===== src/rtl/simmem_row_sched.sv =====
// rtl/simmem_row_sched.sv - single-bank open-page row-buffer scheduler
module simmem_row_sched #(
    parameter int AddrW          = 16,
    parameter int RowBufLenW     = 8,
    parameter int IidW           = 5,
    parameter int RowHitCost     = 4,
    parameter int PrechargeCost  = 2,
    parameter int ActivationCost = 1,
    parameter int CntW           = 6
) (
    input  logic             clk_i,
    input  logic             rst_i,
    input  logic             w_valid_i,
    output logic             w_ready_o,
    input  logic [AddrW-1:0] w_addr_i,
    input  logic [IidW-1:0]  w_iid_i,
    input  logic             r_valid_i,
    output logic             r_ready_o,
    input  logic [AddrW-1:0] r_addr_i,
    input  logic [IidW-1:0]  r_iid_i,
    output logic             done_valid_o,
    input  logic             done_ready_i,
    output logic [IidW-1:0]  done_iid_o,
    output logic             done_is_wr_o,
    output logic             busy_o
);

    localparam int RowW = AddrW - RowBufLenW;

    localparam logic [CntW-1:0] HIT_D    = CntW'(RowHitCost);
    localparam logic [CntW-1:0] CLOSED_D = CntW'(ActivationCost + RowHitCost);
    localparam logic [CntW-1:0] MISS_D   = CntW'(PrechargeCost + ActivationCost + RowHitCost);

    typedef enum logic [1:0] {
        IDLE = 2'd0,
        BUSY = 2'd1,
        DONE = 2'd2
    } state_t;

    state_t            state_q;
    state_t            state_d;
    logic              row_open_q;
    logic [RowW-1:0]   open_row_q;
    logic [CntW-1:0]   cnt_q;
    logic              rr_q;          // 0 = write preferred, 1 = read preferred
    logic [IidW-1:0]   iid_q;
    logic              is_wr_q;

    logic [RowW-1:0]   w_row;
    logic [RowW-1:0]   r_row;
    logic              w_hit;
    logic              r_hit;
    logic              grant_w;
    logic              grant_r;
    logic              rr_decided;
    logic [RowW-1:0]   grant_row;
    logic [CntW-1:0]   grant_delay;

    // Column bits do not affect scheduling; only the row id matters.
    logic              unused_col_bits;
    assign unused_col_bits = ^{w_addr_i[RowBufLenW-1:0], r_addr_i[RowBufLenW-1:0]};

    assign w_row = w_addr_i[AddrW-1:RowBufLenW];
    assign r_row = r_addr_i[AddrW-1:RowBufLenW];
    assign w_hit = row_open_q && (w_row == open_row_q);
    assign r_hit = row_open_q && (r_row == open_row_q);

    // Arbitration: row hits win over misses, ties fall back to round robin.
    always_comb begin
        grant_w    = 1'b0;
        grant_r    = 1'b0;
        rr_decided = 1'b0;
        if (state_q == IDLE) begin
            if (w_valid_i && r_valid_i) begin
                if (w_hit != r_hit) begin
                    grant_w = w_hit;
                    grant_r = r_hit;
                end else begin
                    rr_decided = 1'b1;
                    grant_w    = ~rr_q;
                    grant_r    = rr_q;
                end
            end else begin
                grant_w = w_valid_i;
                grant_r = r_valid_i;
            end
        end
    end

    // Access cost of the granted request given the current row-buffer state.
    always_comb begin
        grant_row = grant_w ? w_row : r_row;
        if (!row_open_q) begin
            grant_delay = CLOSED_D;
        end else if (grant_row == open_row_q) begin
            grant_delay = HIT_D;
        end else begin
            grant_delay = MISS_D;
        end
    end

    // FSM state register.
    always_ff @(posedge clk_i) begin
        if (rst_i) begin
            state_q <= IDLE;
        end else begin
            state_q <= state_d;
        end
    end

    // FSM next-state: grant starts the countdown, the consumer releases DONE.
    always_comb begin
        state_d = state_q;
        case (state_q)
            IDLE: if (grant_w || grant_r) state_d = BUSY;
            BUSY: if (cnt_q == '0)        state_d = DONE;
            DONE: if (done_ready_i)       state_d = IDLE;
            default:                      state_d = IDLE;
        endcase
    end

    // Row-buffer tracking, request latching and the delay countdown.
    always_ff @(posedge clk_i) begin
        if (rst_i) begin
            row_open_q <= 1'b0;
            open_row_q <= '0;
            cnt_q      <= '0;
            rr_q       <= 1'b0;
            iid_q      <= '0;
            is_wr_q    <= 1'b0;
        end else if (grant_w || grant_r) begin
            iid_q      <= grant_w ? w_iid_i : r_iid_i;
            is_wr_q    <= grant_w;
            open_row_q <= grant_row;
            row_open_q <= 1'b1;
            cnt_q      <= grant_delay - CntW'(1);
            if (rr_decided) begin
                rr_q <= ~rr_q;
            end
        end else if ((state_q == BUSY) && (cnt_q != '0)) begin
            cnt_q <= cnt_q - CntW'(1);
        end
    end

    assign w_ready_o    = grant_w;
    assign r_ready_o    = grant_r;
    assign done_valid_o = (state_q == DONE);
    assign done_iid_o   = iid_q;
    assign done_is_wr_o = is_wr_q;
    assign busy_o       = (state_q != IDLE);

endmodule


===== config.mk =====
export PLATFORM = sky130hd
export DESIGN_NAME = simmem_row_sched
export DESIGN_NICKNAME = d
export VERILOG_FILES = /design/src/rtl/simmem_row_sched.sv
export SDC_FILE = /design/constraint.sdc
export NUM_CORES = 1
export LEC_CHECK = 0
export ABC_CLOCK_PERIOD_IN_PS = 2690
export BUFFER_PORTS_ARGS = -buffer_cell sky130_fd_sc_hd__clkbuf_2
export CELL_PAD_IN_SITES_DETAIL_PLACEMENT = 2
export CELL_PAD_IN_SITES_GLOBAL_PLACEMENT = 2
export CORE_ASPECT_RATIO = 0.5
export CORE_MARGIN = 3
export CORE_UTILIZATION = 24
export DETAILED_ROUTE_END_ITERATION = 10
export GPL_TIMING_DRIVEN = 0
export HOLD_SLACK_MARGIN = 0.03
export PLACE_DENSITY_LB_ADDON = 0.1
export SLEW_MARGIN = 20
export SYNTH_ARGS = -nofsm -noshare
export SYNTH_HDL_FRONTEND = slang
export SYNTH_SLANG_ARGS = --single-unit

===== constraint.sdc =====
create_clock -name clk_i -period 2.69 [get_ports clk_i]
set_clock_uncertainty 0.15 [all_clocks]
set_input_delay 0.4035 -clock clk_i [delete_from_list [all_inputs] [get_ports clk_i]]
set_output_delay 0.4035 -clock clk_i [all_outputs]
set_load 0.005 [all_outputs]

Word-level counts from Yosys, hierarchy flattened
Cells that the tools add are included.
{"block": "word_totals", "ff_bits": 24, "word_cells": 50}
{"block": "classes", "n_addsub": 2, "n_eq_ne": 9, "mux": 19, "n_bitwise": 1, "reduce_logical": 12}
{"cell": "equality test 8 bit", "count": 3}
{"cell": "2-to-1 mux 6 bit", "count": 2}
{"cell": "subtractor 6 x 1 -> 6 bit (second input constant)", "count": 2}
{"cell": "2-to-1 mux 2 bit", "count": 5}
{"cell": "2-to-1 mux 1 bit", "count": 9}
{"cell": "2-to-1 mux 8 bit", "count": 1}
{"cell": "zero test 6 bit", "count": 1}
{"cell": "case mux 2 bit (3 select lines)", "count": 1}
{"cell": "nonzero test 6 bit", "count": 1}
{"cell": "2-to-1 mux 5 bit", "count": 1}
{"cell": "logical AND 1 bit", "count": 4}
{"cell": "inequality test 2 x 1 -> 1 bit (second input constant)", "count": 2}
{"cell": "nonzero test 2 bit", "count": 2}
{"cell": "AND reduction 3 bit", "count": 1}
{"cell": "equality test 2 x 1 -> 1 bit (second input constant)", "count": 1}
{"cell": "equality test 2 bit (second input constant)", "count": 1}
{"cell": "zero test 2 bit", "count": 1}
{"cell": "inequality test 2 bit (second input constant)", "count": 1}
{"cell": "AND reduction 2 bit", "count": 1}
{"cell": "logical OR 1 bit", "count": 1}
{"cell": "inequality test 1 bit", "count": 1}
{"cell": "NOT 1 bit", "count": 1}

Longest topological paths before layout
{"block": "depth", "ltp_word": 12, "mapped_depth": 10, "ltp_nobuf": 9}

Worst setup path before layout
Ideal clock, no wire load.
{"block": "synth_timing", "path_kind": "register to register", "from": "register open_row_q[1]", "to": "register cnt_q[0]", "arrival_time_ns": 2.530, "setup_slack_ns": -0.076, "stages_incl_launch_ff": 11, "period_less_slack_ns": 2.766, "path_cell_list": "dfxtp_1 buf_2 xnor2_1 nand4_1 or3_1 maj3_2 a211oi_4 mux2i_1 a2bb2oi_2 nand3_1 a221oi_2"}
{"block": "synth_via", "elab_chain_len": 12, "word_cells_on_any_way": 19}
{"element": "from (decl)", "line": "43", "rtl": "logic [RowW-1:0] open_row_q;"}
{"element": "from (signal assigned)", "line": "134", "rtl": "open_row_q <= grant_row;"}
{"element": "equality test 8 bit (on tied branches)", "line": "65, 66"}
{"element": "logical AND 1 bit (on tied branches)", "line": "65, 66"}
{"element": "inequality test 1 bit", "line": "75", "rtl": "if (w_hit != r_hit) begin"}
{"element": "2-to-1 mux 1 bit", "line": "75"}
{"element": "2-to-1 mux 1 bit", "line": "74", "rtl": "if (w_valid_i && r_valid_i) begin"}
{"element": "2-to-1 mux 1 bit", "line": "73", "rtl": "if (state_q == IDLE) begin"}
{"element": "2-to-1 mux 8 bit", "line": "92", "rtl": "grant_row = grant_w ? w_row : r_row;"}
{"element": "equality test 8 bit", "line": "95", "rtl": "end else if (grant_row == open_row_q) begin"}
{"element": "2-to-1 mux 2 bit", "line": "95"}
{"element": "2-to-1 mux 2 bit", "line": "93", "rtl": "if (!row_open_q) begin"}
{"element": "subtractor 6 x 1 -> 6 bit", "line": "136", "rtl": "cnt_q <= grant_delay - CntW'(1);"}
{"element": "2-to-1 mux 6 bit", "line": "131", "rtl": "end else if (grant_w || grant_r) begin"}
{"element": "to (signal assigned)", "line": "136"}
{"element": "to (signal assigned)", "line": "141", "rtl": "cnt_q <= cnt_q - CntW'(1);"}
{"element": "to (decl)", "line": "44", "rtl": "logic [CntW-1:0] cnt_q;"}
Several ways; a longest one is shown, not always the timed one.
A chain may end at the register's enable or synchronous reset.

Final worst setup path
{"block": "layout_timing", "from": "register open_row_q[6]", "to": "output w_ready_o"}
{"block": "layout_via", "elab_chain_len": 6, "word_cells_on_any_way": 8}
{"element": "equality test 8 bit (on tied branches)", "line": "65, 66"}
{"element": "logical AND 1 bit (on tied branches)", "line": "65, 66"}
{"element": "inequality test 1 bit", "line": "75"}
{"element": "2-to-1 mux 1 bit (*)", "line": "75"}
{"element": "2-to-1 mux 1 bit (*)", "line": "74"}
{"element": "2-to-1 mux 1 bit (*)", "line": "73"}
{"element": "to (decl)", "line": "14", "rtl": "output logic w_ready_o,"}
Every way passes the cells marked *; elsewhere a longest branch is shown, timed or not.

==> flow_results.org <==
** Status
- The flow ran to the end, but the final reports show violations.
- The checks that failed: setup timing.

** CTS
- In this run, post-CTS hold repair placed 0 buffers.
- The cell sitting at the root of the clock tree is a clkbuf_16.
- Depth of the CTS H-tree :: 1
- CTS tree :: done
- After clock tree synthesis, the clock-pin slew on the worst setup and hold paths is 0.07 ns.
- The clock reaches the later pin of the worst-skew pair after 0.26 ns.
- Sink count of the clock tree :: 24
- Counting along the longest clock path gives a buffer depth of 2.
- TritonCTS created 3 clock buffers.

** Worst hold path
- The worst hold path passes through 3 cells.
- Hold path start :: w_iid_i[1]
- Kind of path behind the tightest hold check :: input pin to flip-flop
- Hold path endpoint :: done_iid_o[1]

** Routing
- Initial detailed-routing violation count :: 42
- Total DRC errors in the routed layout :: 0
- The detailed router placed 1400 vias in this run.
- Pre-antenna DRT Iters :: 4
- Once detail routing completed, the nets flagged for antenna violations numbered 0.
- Summed over all layers, the routed wires come to 4.65 mm.
- After detailed routing, the number of vias per cell comes to 4.73.
- Average routed wire per standard cell :: 15.7 µm

** Die
- Boundary Pins :: 57
- Chip Width :: 115 µm
- Std cell rows :: 19
- Floorplan die area :: 6910 µm²
- The core region is 5590 µm².
- Die Ht :: 60.3 µm
- Initial Util :: 0.253

** Synth
- Synthesized area per cell :: 8.23 µm²
- After technology mapping, the gate count stands at 172.
- Synthesis inferred 24 register bits.
- Top-area cell type share of the netlist area :: 0.340
- Post-synthesis sequential area ratio :: 0.340
- Synth top area cells :: dfxtp_1 34%, xnor2_1 11%, nor2_1 8.8%, mux2i_1 6.4%, a211oi_1 4.2%
- After synthesis, the netlist uses 36 different library cells.
- Synthesis produced a netlist with a net count of 221.
- Summing every instance area after synthesis gives 1420 µm².
- During synthesis, Yosys emitted a total of 0 warnings.
- Synth area leader :: dfxtp_1

** Run
- Number of violations of the max-capacitance limit :: 0

** Pwr
- Total power of the final layout :: 1.48 mW
- Across the VDD grid, the largest voltage drop is 0.247 mV.
- Power per cell area :: 735 nW/µm²
- In this run the static leakage power is 0.852 nW.

** Placement
- After detailed placement, the design holds a cell count of 285.
- OpenSTA, run right after detailed placement, puts the worst setup slack at -0.630 ns.
- Summed over all nets, the half-perimeter wirelength after detailed placement is 3.65 mm.
- Buffers placed on the I/O ports in this run total 40.
- GPL Wtd Cong :: 0.719

** Timing
- Setup violation total in the final timing report :: 5
- Max Fclk :: 350 MHz
- At the pin with the least slew margin, the transition time is 0.587 ns.
- Count of final max-slew check failures :: 0
- The worst path in the final design needs a cycle of 2.86 ns, including I/O delays and setup.
- Adding up every negative setup slack in the final design gives -0.523 ns.
- Number of hold-slack violations in the final timing report :: 0
- Worst slew margin :: 0.608
- In the finished design, the share of the clock period the worst path needs comes to 1.06.
- RSZ-0062 raised after global routing :: true
- Across all setup checks in the final design, the least slack found is -0.170 ns.

** Cells and area
- Number of inserted filler cells in the final layout :: 628
- In the final layout, the share of cells above drive strength 1 is 0.377.
- Area added between synthesis and finish :: 42.1%
- In the final design database the tool counted 273 nets.
- Fraction of the core area covered by cells at the end of the flow :: 0.360
- The repair_antennas step left the layout with diodes totalling 0.
- Number of standard cells in the layout, taps in and fillers out :: 296

** Critical path
- Slack of the worst reg-to-reg path :: -0.17 ns
- The worst setup path is of the flip-flop to output port kind.
- Critical path capture point type :: output port
- The worst setup path is launched from a flip-flop.
- STA puts the critical path data arrival time at 2.31 ns.
- Worst endpoint required time :: 2.14 ns
- End of the worst register-to-register path :: cnt_q[2]
- Measured in cells, the most critical reg-to-reg path has a length of 10.
- In this run the worst path has a maximum fanout of 10.
- Origin of the critical flop-to-flop path :: open_row_q[6]

** GRT
- Total routing resource utilization after global routing :: 0.143
- Global route total overflow :: 0
- The number of antenna violations at the first check in global routing came to 0.
- Maximum number of pins on one net before global-route repair :: 15
- Wire length of the first global-routing pass :: 7.54 mm
- Via count of the first global-routing pass :: 1530
==> worst max path at each step <==
stage,to,from,slack [ns]
2_1_floorplan,cnt_q[0],w_addr_i[12],-0.01
3_3_place_gp,cnt_q[0],w_addr_i[14],-0.59
3_5_place_dp,cnt_q[0],w_addr_i[14],-0.63
4_1_cts,cnt_q[0],open_row_q[1],-0.25
5_1_grt,cnt_q[2],open_row_q[6],-0.32
6_report,w_ready_o,open_row_q[6],-0.17
==> synth_stat cells (all sizes together) <==
cell / n
a32o: 1
a21oi: 6
xnor2: 17
o211ai: 1
clkbuf: 4
nand3: 4
mux2i: 9
o22ai: 2
buf: 4
a211oi: 9
nand2b: 5
a21o: 1
ha: 2
a2bb2oi: 1
nand4: 3
dfxtp: 24
nor2: 33
inv: 15
or3: 1
a221oi: 1
o2111ai: 1
nor3b: 1
nor4: 1
a211o: 1
nor4b: 1
maj3: 1
a2111oi: 5
nor3: 4
and3: 2
nor2b: 2
xor2: 3
nand2: 7
==> power breakdown <==
part	internal, mW	switching (mW)	total, mW
Sequential	0.426	0.0687	0.495
Combinational	0.260	0.284	0.543
Clock	0.296	0.142	0.439
Total	0.983	0.495	1.48
==> cell usage in the layout (no fill, tap or decap), types with 2 or more instances in the layout <==
cell       synthesis  final
nor2_1            33     33
clkbuf_16          0      3
mux2i_4            0      2
nand2_1            7      7
dfxtp_4            0      3
nand4_1            3      3
xnor2_2            0      7
a211oi_1           8      8
inv_1             15     15
a21oi_2            1      2
nand3_1            4      2
a21oi_1            5      4
clkbuf_2           0     40
and3_1             2      2
nor3_1             4      3
nor2b_1            2      2
mux2i_1            9      4
xor2_1             3      3
nand3_2            0      2
buf_4              0      9
a2111oi_0          5      5
clkbuf_1           4      4
nand2b_1           5      5
xnor2_1           17     10
mux2i_2            0      3
o22ai_1            2      2
dfxtp_2            0      5
ha_1               2      2
dfxtp_1           24     16
==> through the flow <==
step                instance area (µm²)  hold slack (ns)
floorplan                          1440            0.313
CTS                                1970            0.219
detailed placement                 1730            0.344
global placement                   1730            0.335
finish                             2010            0.225
global route                       2010            0.234
==> worst max-delay path: stages, from the launching register on <==
cell	delay (ns)
dfxtp_2	0.35
xnor2_2	0.19
nand4_1	0.14
or3_4	0.36
maj3_2	0.34
a211oi_4	0.27
buf_4	0.25
clkbuf_2	0.14
==> per-layer routing <==
layer / wire [µm] / vias to the layer above / global-route usage
met2: 2160 / 31 / 0.254
met1: 2250 / 675 / 0.182
met5: 0 / - / 0
met4: 16 / 0 / 0.0102
li1: - / 692 / -
met3: 227 / 2 / 0.0394
==> flip-flops by register name, summed over array words and instances, names as in the netlist <==
| signal | cells |
|---|---|
| cnt_q | 6 |
| done_iid_o | 5 |
| done_is_wr_o | 1 |
| open_row_q | 8 |
| row_open_q | 1 |
| rr_q | 1 |
| state_q | 2 |
==> final cells by class <==
type / count / area [µm²] / area share
buffer: 5 / 18.8 / 0.00933
multi-input combinational: 125 / 962 / 0.479
clock inverter: 1 / 30.0 / 0.0149
sequential: 24 / 498 / 0.248
inverter: 15 / 56.3 / 0.0280
timing repair buffer: 50 / 279 / 0.139
clock buffer: 3 / 75.1 / 0.0373
tap: 73 / 91.3 / 0.0454
==> timing repair <==
action	in CTS	in global routing
hold endpoints to repair	0	0
endpoints found under the setup margin	18	12
pin swaps	9	4
setup buffers	7	3
gates resized for setup	24	8
==> logic make-up after synthesis <==
family / count (synthesis) / synth area share
AO/OA/AOI/OAI: 29 / 0.172
buffers and inverters: 23 / 0.0681
XOR/XNOR: 20 / 0.124
flip-flops: 24 / 0.340
adder cells (fa/ha/maj): 3 / 0.0256
AND/OR/NAND/NOR: 64 / 0.208
multiplexers: 9 / 0.0637
(Power assumes the default switching activity.)
